--- config.mk ---
export PLATFORM = sky130hd
export DESIGN_NAME = mem_copy_engine
export DESIGN_NICKNAME = d
export VERILOG_FILES = /design/src/rtl/mem_copy_engine.sv
export SDC_FILE = /design/constraint.sdc
export NUM_CORES = 1
export LEC_CHECK = 0
export CAP_MARGIN = 20
export CORE_MARGIN = 5
export CORE_UTILIZATION = 49
export CTS_CLUSTER_SIZE = 10
export DETAILED_ROUTE_END_ITERATION = 8
export GPL_TIMING_DRIVEN = 0
export PLACE_DENSITY_LB_ADDON = 0.15
export REMOVE_ABC_BUFFERS = 1
export SYNTH_ARGS = -nofsm -noshare
export SYNTH_HDL_FRONTEND = slang
export SYNTH_SLANG_ARGS = --single-unit
--- constraint.sdc ---
create_clock -name clk -period 2.5 [get_ports clk]
set_input_delay 0.5 -clock clk [delete_from_list [all_inputs] [get_ports clk]]
set_output_delay 0.5 -clock clk [all_outputs]
set_load 0.01 [all_outputs]
--- src/rtl/mem_copy_engine.sv ---
// mem_copy_engine: copies len 32-bit words from src_addr to dst_addr, one
// word every two cycles (READ then WRITE), in ascending address order.
// Optional feature: define MEM_COPY_CHECKSUM_EN to accumulate a running sum of
// every word written; without it, checksum is tied to zero.
module mem_copy_engine #(
    parameter int LEN_W = 8
) (
    input  logic             clk,
    input  logic             rst_n,
    input  logic             start,
    input  logic             abort,
    input  logic [31:0]      src_addr,
    input  logic [31:0]      dst_addr,
    input  logic [LEN_W-1:0] len,
    output logic             busy,
    output logic             done,
    output logic [LEN_W-1:0] words_done,
    output logic             mem_write,
    output logic [31:0]      address,
    output logic [31:0]      write_data,
    input  logic [31:0]      read_data,
    output logic [31:0]      checksum
);

    typedef enum logic [1:0] {
        IDLE  = 2'd0,
        READ  = 2'd1,
        WRITE = 2'd2,
        DONE  = 2'd3
    } state_t;

    state_t           state;
    logic [31:0]      src_ptr;
    logic [31:0]      dst_ptr;
    logic [LEN_W-1:0] len_q;
    logic [LEN_W-1:0] words_next;
    logic [31:0]      src_next;
    logic [31:0]      dst_next;

    assign words_next = words_done + LEN_W'(1);
    assign src_next   = src_ptr + 32'd4;
    assign dst_next   = dst_ptr + 32'd4;

`ifdef MEM_COPY_CHECKSUM_EN
    logic [31:0] sum_q;

    // Running sum of written words, cleared whenever a new copy is accepted.
    always_ff @(posedge clk or negedge rst_n) begin
        if (!rst_n) begin
            sum_q <= 32'd0;
        end else if (state == IDLE && start) begin
            sum_q <= 32'd0;
        end else if (state == WRITE) begin
            sum_q <= sum_q + write_data;
        end
    end

    assign checksum = sum_q;
`else
    assign checksum = 32'd0;
`endif

    // Copy sequencer: state, pointers, counters and all bus outputs are registered here.
    always_ff @(posedge clk or negedge rst_n) begin
        if (!rst_n) begin
            state      <= IDLE;
            src_ptr    <= 32'd0;
            dst_ptr    <= 32'd0;
            len_q      <= '0;
            words_done <= '0;
            write_data <= 32'd0;
            busy       <= 1'b0;
            done       <= 1'b0;
            mem_write  <= 1'b0;
            address    <= 32'd0;
        end else begin
            case (state)
                IDLE: begin
                    done      <= 1'b0;
                    mem_write <= 1'b0;
                    busy      <= 1'b0;
                    address   <= 32'd0;
                    if (start) begin
                        words_done <= '0;
                        if (len != '0) begin
                            src_ptr <= src_addr & 32'hFFFF_FFFC;
                            dst_ptr <= dst_addr & 32'hFFFF_FFFC;
                            len_q   <= len;
                            address <= src_addr & 32'hFFFF_FFFC;
                            busy    <= 1'b1;
                            state   <= READ;
                        end else begin
                            done  <= 1'b1;
                            state <= DONE;
                        end
                    end
                end

                READ: begin
                    write_data <= read_data;
                    if (abort) begin
                        busy    <= 1'b0;
                        address <= 32'd0;
                        state   <= IDLE;
                    end else begin
                        address   <= dst_ptr;
                        mem_write <= 1'b1;
                        state     <= WRITE;
                    end
                end

                WRITE: begin
                    src_ptr    <= src_next;
                    dst_ptr    <= dst_next;
                    words_done <= words_next;
                    mem_write  <= 1'b0;
                    if (abort) begin
                        busy    <= 1'b0;
                        address <= 32'd0;
                        state   <= IDLE;
                    end else if (words_next == len_q) begin
                        busy    <= 1'b0;
                        done    <= 1'b1;
                        address <= 32'd0;
                        state   <= DONE;
                    end else begin
                        address <= src_next;
                        state   <= READ;
                    end
                end

                DONE: begin
                    done      <= 1'b0;
                    busy      <= 1'b0;
                    mem_write <= 1'b0;
                    address   <= 32'd0;
                    state     <= IDLE;
                end

                default: begin
                    busy      <= 1'b0;
                    done      <= 1'b0;
                    mem_write <= 1'b0;
                    address   <= 32'd0;
                    state     <= IDLE;
                end
            endcase
        end
    end

endmodule

==> metrics.txt <==
status complete, no violations; compound-gate portion of the synthesized area approximately 19%; clock buffer depth 2; Post-Place Setup Slack -0.819 ns; CTS H-tree lvls 4; DR DRC count 0; Pwr per Cell Area approximately 800 nW/um2; clk sinks between 100 and 150; Final WS setup around 0.15 ns; slowest stage cell on the critical path dfrtp_1; cells after synthesis ~800; Yosys reg bits about 140; Routed wire per std cell about 20 um; Synth top area share between 40% and 50%; Fin Clk Skew 0.00742 ns; final core occ around 66%; CTS Buf Count 17; Finished Cell Area approximately 10000 um2; clk_lat worst skew approximately 0.42 ns; Post-DP Area about 9700 um2; pin count of the biggest net entering global routing just under 80; Tot GR Track Use about a quarter; Adder-Cell Fraction of Synth Area less than 1%; via count roughly 7000; Worst Path Arrival approximately 2.6 ns; CP Capture Type register; DP HPWL roughly 16 mm; RSZ-0062 raised after global routing no; root buf cell clkbuf_16; fin crit share 94.2%; Total Wirelength approximately 23 mm; drt pass-1 iters 5; crit path launch type register; placement row count between 40 and 50; commonest non-fill, non-tap cell in the layout clkdlybuf4s50_1; Async SR Flop Fraction 100%; area grow syn2layout 34.1%; IO Pins approximately 220; Worst Path Required between 2 and 3 ns; post-route setup TNS 0 ns; initial cell density of the core between 40 and 50%; total gr overflow 0; DIE HEIGHT 136 um; most frequent cells in the layout clkdlybuf4s50_1 (177), dfrtp_1 (142), nand2_1 (71); max_cap viols 0; starting DRC count in detailed routing 515; Post-Synth XOR/XNOR Area under 10%; Main synth FF type dfrtp_1; Slew Viols, Final 0; die area between 15000 and 20000 um2; first-pass GRT wire length between 30 and 40 mm; WS Path Type reg2reg; CTS clk-pin slew, worst paths approximately 0.060 ns; sequential-to-total area share from yosys stat a little under half; PortBufs roughly 180; Layout fillers about 1300; Final ANT Viol Nets 0; CTS tree yes; fmax 425 MHz; Crit Path Max Fanout 12; critical path's top delay family compound AO/OA/AOI/OAI gates; Max stage delay on crit path around 0.47 ns; number of global-route vias before repair between 6000 and 7000; Core ar. about 16000 um2; Ant. Diodes 0; mapped cell area 7770 um2; layout cells sized above 1 about an eighth; number of vias per cell slightly below 6; worst hold slack 0.0952 ns; Tmin final between 2 and 2.5 ns; Pleak about 4.2 nW; syn_area_per_cell 9.70 um2; Yosys top cell by area dfrtp_1; Synth area leaders dfrtp_1 (46%), mux2_2 (5.2%), o21ai_0 (4.2%); Peak VDD IR around 0.54 mV; largest family of logic cells by synthesized area compound AO/OA/AOI/OAI gates; Final Hold Vio Count 0; Rel. slew slack roughly 39%; yosys warns 0; initial antenna violation count 0; number of synthesized flops with an enable pin 0; Least-Margin Pin Slew about 0.91 ns; Post-Synth Simple-Gate Area between 10% and 20%; crit path buf inv count 2; Placer Congestion between 0.8 and 0.9; synth unique cells 64; final count of negative-setup-slack endpoints 0; multiplexer area fraction after synthesis ~6.4%; Die Wd ~140 um; worst path cell trace ha_1 -> and3_1 -> nand3_1 -> xnor2_1 -> o41ai_4 -> buf_4 -> buf_6 -> o21ai_0; Worst Hold Class in2async; Nets approximately 1100
## flip-flops by register name, indices dropped and copies added, names as in the netlist
signal	count
write_data	32
address	31
dst_ptr	30
src_ptr	30
len_q	8
words_done	8
state	2
busy	1
done	1
mem_write	1
## logic make-up (layout without fill, tap and decap cells)
family,Yosys count,count (layout)
simple gates,237,238
compound gates,228,228
flops,144,144
buf+inv,100,237
mux,45,45
xor+xnor,43,43
fa+ha+maj,3,3
other cells,1,33
## worst paths after layout
check | slack (ns) | cells after the start | start | end
min in group clk | 0.48 | 1 | mem_write$_DFFE_PN0P_ | mem_write$_DFFE_PN0P_
setup reg to reg | 0.15 | 8 | words_done[0]$_DFFE_PN0P_ | address[10]$_DFF_PN0_
max in group asynchronous | 1.61 | 2 | rst_n | address[17]$_DFF_PN0_
hold reg to reg | 0.48 | 1 | mem_write$_DFFE_PN0P_ | mem_write$_DFFE_PN0P_
setup / recovery | 0.15 | 8 | words_done[0]$_DFFE_PN0P_ | address[10]$_DFF_PN0_
hold / removal | 0.1 | 1 | rst_n | words_done[3]$_DFFE_PN0P_
## what timing repair did
item	CTS	global route
gates resized for setup	8	6
gates cloned	0	1
setup endpoints to repair	72	14
pin swaps	2	0
buffers inserted	4	0
hold buffers	0	0
## per-layer routing
layer  routed length, um  up-vias  track usage (%)
met3                1680       34             5.22
met5                   0        -                0
li1                    -     3192                -
met2               10900      320             39.7
met1               10100     3322             34.0
met4                 419        0             8.34
## per-stage QoR
step / total power [W] / instances
global placement: 0.00558 / 1138
detailed placement: 0.00566 / 1150
CTS: 0.00835 / 1186
floorplan: 0.00449 / 744
global route: 0.00877 / 1187
finish: 0.00836 / 1187
## synthesized netlist by cell type (6+ instances only)
library cell  number
a211oi_1           8
a21oi_1           37
a22oi_1           36
a31oi_1            8
and2_1             8
and3_1            20
and4_1             6
buf_2             13
buf_4             33
clkbuf_1          31
dfrtp_1          144
inv_1             10
mux2_2            36
mux2i_1            8
nand2_1           72
nand3_1           24
nand4_1           25
nor2_1            51
nor3_1             8
o21a_1             8
o21ai_0           65
o22a_1             7
o22ai_1           16
xnor2_1           21
xor2_1            21
## power breakdown
group          leakage (nW)  total, W  internal [W]  switching, W
registers              1.73   0.00340       0.00284      0.000568
logic                  2.15   0.00229       0.00122       0.00107
clock network         0.304   0.00266       0.00166      0.000995
## area by class of cell
type	instances	area [um2]	share of cell area [%]
Clock buffer	21	480	4.61
Multi-Input combinational cell	590	3870	37.2
Tap cell	216	270	2.59
Timing Repair Buffer	194	2010	19.3
Sequential cell	144	3610	34.6
Clock inverter	11	135	1.30
Inverter	11	45.0	0.432
No activity file was read; power rests on OpenSTA's default activity.
==> variant 1 (config.mk and constraints unchanged) <==
Add a define of `MEM_COPY_CHECKSUM_EN`.
--- a/src/rtl/mem_copy_engine.sv
+++ b/src/rtl/mem_copy_engine.sv
@@ -2,6 +2,8 @@
 // word every two cycles (READ then WRITE), in ascending address order.
 // Optional feature: define MEM_COPY_CHECKSUM_EN to accumulate a running sum of
 // every word written; without it, checksum is tied to zero.
+`define MEM_COPY_CHECKSUM_EN
+
 module mem_copy_engine #(
     parameter int LEN_W = 8
 ) (
Check against the original RTL: not equivalent (Yosys sat finds a counterexample within 4 cycles, from zero or initial values and one cycle with rst_n low).
==> variant 1 against the original RTL <==
The flow now finishes with violations (negative setup slack); non-clock buffer count rose by 50; setup slack got worse by 0.23 ns; critical endpoint is now checksum[30]; routed wire length rose by 33%; total power rose by 63%; synthesized area rose by 29%; maximum frequency fell by 8.8%; sequential share of layout area fell by 2.2 points; cell area rose by 31%; largest cell class unchanged; sequential cell count rose by 32.
==> variant 1: results (changes against the original RTL) <==
Outcome
  • Outcome: finished with violations
  • Violated checks: negative setup slack

Synthesis
  • Library cells used by synthesis: 60 (-6.3%)
  • Post-synthesis compound-gate area fraction: 23.6% (+4.2 points)
  • Synth Area in Adders: 4.44% (+4.0 points)
  • Post-Synth XOR/XNOR Area: 6.11% (+1.2 points)
  • Register area share after synthesis: 43.9% (-2.5 points)
  • Top post-synthesis cells by count: nand2_1 (222), dfrtp_1 (176), o21ai_0 (112), a21oi_1 (86), nor2_1 (62)
  • Most used DFF post-synth: dfrtp_1
  • Share of the synthesized area in the top cell type: 43.9% (-2.5 points)
  • Mux contribution to synthesized area: 0.112% (-6.3 points)
  • Fraction of registers with async set/reset: 100% (unchanged)
  • Mapped Area: 10000 um2 (+29%)
  • Dominant cells by area after synthesis: dfrtp_1 (44%), nand2_1 (8.3%), o21ai_0 (5.6%)

Power and ir drop
  • Switching Share: 39.3% (+7.8 points)
  • Worst VDD drop: 0.000511 V (-5.0%)
  • Pleak: 5.65 nW (+35%)

Routing
  • DR top layer: met5
  • DRT met1 WL: 12.9 mm (+28%)
  • Initial DRC count: 589 (+14%)
  • Total Wirelength: 30.6 mm (+33%)
  • Via count: 9713 (+41%)
  • DR pass1 iterations: 6 (+1)
  • Detail Route met2 WL: 14.8 mm (+36%)
  • Routed wl met3: 2.18 mm (+30%)

CTS
  • Insertion delay to the later sink of the worst-skew pair: about 0.43 ns
  • Root buf cell: clkbuf_16

Final layout
  • Clock network area share: 4.52% (-1.4 points)
  • Filler cell count: 1638 (+30%)
  • Non-clock buffer area fraction after layout: 18.8% (-0.53 points)
  • Layout cells sized above 1: 10.5% (-1.5 points)
  • Seq/total area: 32.4% (-2.2 points)
  • Multi-input gate count: 905 (+53%)
  • Area Overhead vs Synth: 35.7%
  • Clkbuf count: 18 (-14%)
  • Area of the multi-input gates: 5640 um2 (+46%)
  • FF+latch count: 176 (+22%)
  • NumNets Final: 1499 (+40%)
  • Non-clock buffers: 244 (+26%)
  • Inverters: 12 (+1)

Global routing
  • Antenna violations before repair: 2 (+2)
  • Tot GR Track Use: 25.8% (+0.91 points)
  • First-pass GRT wire length: 49.7 mm (+38%)
  • Largest net degree at the start of global routing: 92 (+18%)
  • Vias in the first global route: 9494 (+40%)

Placement
  • GPL Wtd Cong: 0.910 (+12%)
  • Area of placed instances: 12400 um2 (+28%)
  • DP HPWL: 20.8 mm (+32%)
  • Port Buf Inserts: 210 (+18%)

Worst setup path
  • Slowest cell on the critical path: dfrtp_1
  • Worst path max stage delay: 0.39 ns (-0.08 ns)
  • Crit path max fanout: 3 (-9)
  • Arr. time, crit path: 2.88 ns (+0.25 ns)

Timing
  • Relative slew slack: 53.8% (+15 points)
  • Final setup fails: 3 (+3)
  • Final worst setup slack: -0.0803 ns (-0.226 ns)
  • Worst Skew: 0.0113 ns (+0.00390 ns)
==> variant 1: power groups by stage <==
stage | logic (mW) | registers [mW] | clock network, mW
after detailed placement | 5.48 | 4.80 | 0
final | 6.00 | 4.77 | 2.82
after floorplan | 3.14 | 4.79 | 0
after global placement | 5.28 | 4.77 | 0
after CTS | 5.78 | 4.75 | 2.87
after global routing | 6.59 | 4.91 | 3.00
==> variant 1: path summary, 6_finish.rpt <==
path | slack [ns] | start | end | cells past startpoint
setup / recovery | -0.08 | checksum[0] | checksum[30] | 10
hold / removal | 0.02 | rst_n | write_data[8] | 1
setup reg to reg | -0.08 | checksum[0] | checksum[30] | 10
hold reg to reg | 0.48 | busy | busy | 1
max in group asynchronous | 1.57 | rst_n | state[1] | 2
min in group clk | 0.48 | busy | busy | 1
==> variant 1: metrics by stage <==
stage	setup TNS [ns]	setup slack [ns]	hold slack [ns]	cells
after global placement	-1615.15	-6.62	0.459	1570
after CTS	-0.193	-0.0806	0.0792	1630
after floorplan	-98.25	-1.38	0.204	1090
final	-0.122	-0.0803	0.0226	1638
after global routing	-0.817	-0.191	0.107	1638
after detailed placement	-129.01	-1.63	0.472	1581
==> variant 1: timing repair <==
| item | 4_1_cts | 5_1_grt |
|---|---|---|
| gates cloned | 3 | 1 |
| setup buffers | 15 | 8 |
| pin swaps | 17 | 8 |
| resized for setup | 52 | 31 |
| setup endpoints to repair | 164 | 64 |
==> variant 1: worst register-to-register path, delay by kind of cell (launching register included) <==
family	cells	cell delay (ns)
AOI/OAI and AO/OA	6	1.11
and+or+nand+nor	2	0.36
adders and majority gates	2	0.60
DFF	1	0.39
==> variant 1: metal layers <==
metal  vias to the layer above  GRT usage [%]
li1                       4584              -
met1                      4692           34.3
met2                       376           42.7
met3                        57           4.89
met4                         4           8.32
met5                         -              0
==> variant 2 (same flow settings) <==
Made on the original files. Register the output `address` once more, with the module's reset; this adds one clock of latency there. The other outputs are not delayed to match. Comments in the files are not updated.
--- a/src/rtl/mem_copy_engine.sv
+++ b/src/rtl/mem_copy_engine.sv
@@ -28,6 +28,8 @@
         WRITE = 2'd2,
         DONE  = 2'd3
     } state_t;
+
+    logic [31:0] address_s0;
 
     state_t           state;
     logic [31:0]      src_ptr;
@@ -72,21 +74,21 @@
             busy       <= 1'b0;
             done       <= 1'b0;
             mem_write  <= 1'b0;
-            address    <= 32'd0;
+            address_s0 <= 32'd0;
         end else begin
             case (state)
                 IDLE: begin
                     done      <= 1'b0;
                     mem_write <= 1'b0;
                     busy      <= 1'b0;
-                    address   <= 32'd0;
+                    address_s0 <= 32'd0;
                     if (start) begin
                         words_done <= '0;
                         if (len != '0) begin
                             src_ptr <= src_addr & 32'hFFFF_FFFC;
                             dst_ptr <= dst_addr & 32'hFFFF_FFFC;
                             len_q   <= len;
-                            address <= src_addr & 32'hFFFF_FFFC;
+                            address_s0 <= src_addr & 32'hFFFF_FFFC;
                             busy    <= 1'b1;
                             state   <= READ;
                         end else begin
@@ -100,10 +102,10 @@
                     write_data <= read_data;
                     if (abort) begin
                         busy    <= 1'b0;
-                        address <= 32'd0;
+                        address_s0 <= 32'd0;
                         state   <= IDLE;
                     end else begin
-                        address   <= dst_ptr;
+                        address_s0 <= dst_ptr;
                         mem_write <= 1'b1;
                         state     <= WRITE;
                     end
@@ -116,15 +118,15 @@
                     mem_write  <= 1'b0;
                     if (abort) begin
                         busy    <= 1'b0;
-                        address <= 32'd0;
+                        address_s0 <= 32'd0;
                         state   <= IDLE;
                     end else if (words_next == len_q) begin
                         busy    <= 1'b0;
                         done    <= 1'b1;
-                        address <= 32'd0;
+                        address_s0 <= 32'd0;
                         state   <= DONE;
                     end else begin
-                        address <= src_next;
+                        address_s0 <= src_next;
                         state   <= READ;
                     end
                 end
@@ -133,7 +135,7 @@
                     done      <= 1'b0;
                     busy      <= 1'b0;
                     mem_write <= 1'b0;
-                    address   <= 32'd0;
+                    address_s0 <= 32'd0;
                     state     <= IDLE;
                 end
 
@@ -141,12 +143,20 @@
                     busy      <= 1'b0;
                     done      <= 1'b0;
                     mem_write <= 1'b0;
-                    address   <= 32'd0;
+                    address_s0 <= 32'd0;
                     state     <= IDLE;
                 end
             endcase
         end
     end
 
+    always_ff @(posedge clk or negedge rst_n) begin
+        if (!rst_n) begin
+            address <= '0;
+        end else begin
+            address <= address_s0;
+        end
+    end
+
 endmodule
 
Function: changed (Yosys sat finds a counterexample within 4 cycles, from zero or initial values and one cycle with rst_n low).
==> variant 2 against the original RTL <==
Clock power hardly changed; synthesized area is 15% higher; sequential cell count is 31 higher; setup slack worse by 0.049 ns; via count is 4.8% higher; sequential power is 27% higher; routed wire length is 4.4% higher; cell area is 11% higher; total power is 20% higher.
==> variant 2: results (changes against the original RTL) <==
Outcome
  • Outcome: finished, final reports clean

Routing
  • Initial DRC count: 675 (+31%)
  • Total Wirelength: 24.1 mm (+4.4%)

Synthesis
  • Synth Area in Adders: 0.422% (-0.061 points)
  • Dominant cells by area after synthesis: dfrtp_1 (49%), mux2_2 (7.2%), buf_4 (3.0%)
  • Library cells used by synthesis: 65 (+1.6%)
  • Post-synthesis compound-gate area fraction: 15.7% (-3.7 points)
  • Post-Synth XOR/XNOR Area: 4.26% (-0.68 points)
  • Mux contribution to synthesized area: 10.5% (+4.1 points)
  • Top post-synthesis cells by count: dfrtp_1 (175), nand2_1 (61), mux2_2 (57), nor2_1 (48), a21oi_1 (37)
  • Syn Area/Cell: 10.6 um2 (+9.2%)
  • Register area share after synthesis: 49.2% (+2.8 points)
  • Ys Warns: 0 (unchanged)

Final layout
  • Layout cells sized above 1: 12.9% (+0.96 points)
  • Regs by FF count: write_data (32), address (31), address_s0 (31)
  • Cell Count, Final, Fillers Out: 1236 (+4.1%)

Power and ir drop
  • Worst VDD drop: 0.000504 V (-6.4%)

Global routing
  • Tot GR Track Use: 23.2% (-1.7 points)
  • First-pass GRT wire length: 38.3 mm (+6.2%)
  • Largest net degree at the start of global routing: 97 (+24%)
  • Vias in the first global route: 6995 (+3.3%)

Worst setup path
  • Arr. time, crit path: 2.75 ns (+0.12 ns)
  • Crit path max fanout: 27 (+15)

Timing
  • Worst Tran Pin Value: 0.774 ns (-0.136 ns)
  • Worst Skew: 0.00845 ns (+0.00102 ns)

Placement
  • Area of placed instances: 10900 um2 (+12%)
  • GPL Wtd Cong: 0.836 (+2.8%)
  • Port Buf Inserts: 178 (unchanged)
  • DP HPWL: 16.7 mm (+6.4%)
[variant 2: changes by cell type after synthesis, sizes merged, moves of 6 or more]
cell,before,now
nand3,24,30
nor3,9,20
o21ai,68,25
o22ai,16,24
buf,53,63
o22a,7,1
xnor2,22,15
nand2,72,61
clkbuf,36,30
mux2,37,61
dfrtp,144,175
mux2i,8,24
o31ai,0,33
nand4,25,17
[variant 2: path summary, 6_finish.rpt]
kind,slack (ns),from,cells after the start,end
setup / recovery,0.1,state[0],6,busy
min in group clk,0.35,address_s0[20],0,address[20]
max in group asynchronous,1.57,rst_n,2,dst_ptr[12]
setup reg to reg,0.1,state[0],6,busy
hold reg to reg,0.35,address_s0[20],0,address[20]
hold / removal,0.05,rst_n,1,address[16]
[variant 2: final cells by class]
type / instances / area (um2)
timing repair buffer: 197 / 2100
sequential: 175 / 4380
tap: 229 / 287
clock inverter: 8 / 106
multi-input combinational: 593 / 4150
inverter: 11 / 41.3
fill: 1440 / 6350
clock buffer: 23 / 488
[variant 2: repair_timing]
item,4_1_cts,5_1_grt
resized for setup,6,2
cloned,0,0
endpoints found under the setup margin,133,23
pin swaps,3,1
setup buffers,6,0
[variant 2: critical path: stages (launching register included)]
cell and delay, ns:
dfrtp_2 0.63, nand2b_1 0.33, a21oi_4 0.20, buf_16 0.19, nand2_2 0.40, a221o_1 0.43
o21ai_1 0.14
[variant 2: cell families (layout without fill, tap and decap cells)]
logic type / count (synthesis) / in the layout
AOI/OAI and AO/OA: 204 / 204
xor gates and xnor gates: 40 / 40
adders and majority gates: 3 / 3
buffers and inverters: 104 / 239
DFF: 175 / 175
muxes: 85 / 85
other: 1 / 33
and+or+nand+nor: 228 / 228
[variant 2: through the flow]
step	setup WS [ns]	total power, mW	util (%)
finish	0.0969	10.0	64.5
global route	0.00834	10.6	64.5
CTS	0.0898	10.1	64.5
detailed placement	-0.962	7.35	60.7
global placement	-6.50	7.19	59.0
floorplan	-2.78	5.90	-
[variant 2: per-layer routing]
layer / vias up / global-route usage [%] / wire, um
met5: - / 0 / 0
met4: 0 / 5.94 / 255
met3: 21 / 3.88 / 1780
li1: 3341 / - / -
met2: 303 / 36.9 / 11500
met1: 3534 / 33.2 / 10500
[variant 2: report_power, final]
group | internal, mW | switching (mW)
logic | 1.61 | 1.42
registers | 3.56 | 0.767
clock network | 1.58 | 1.09
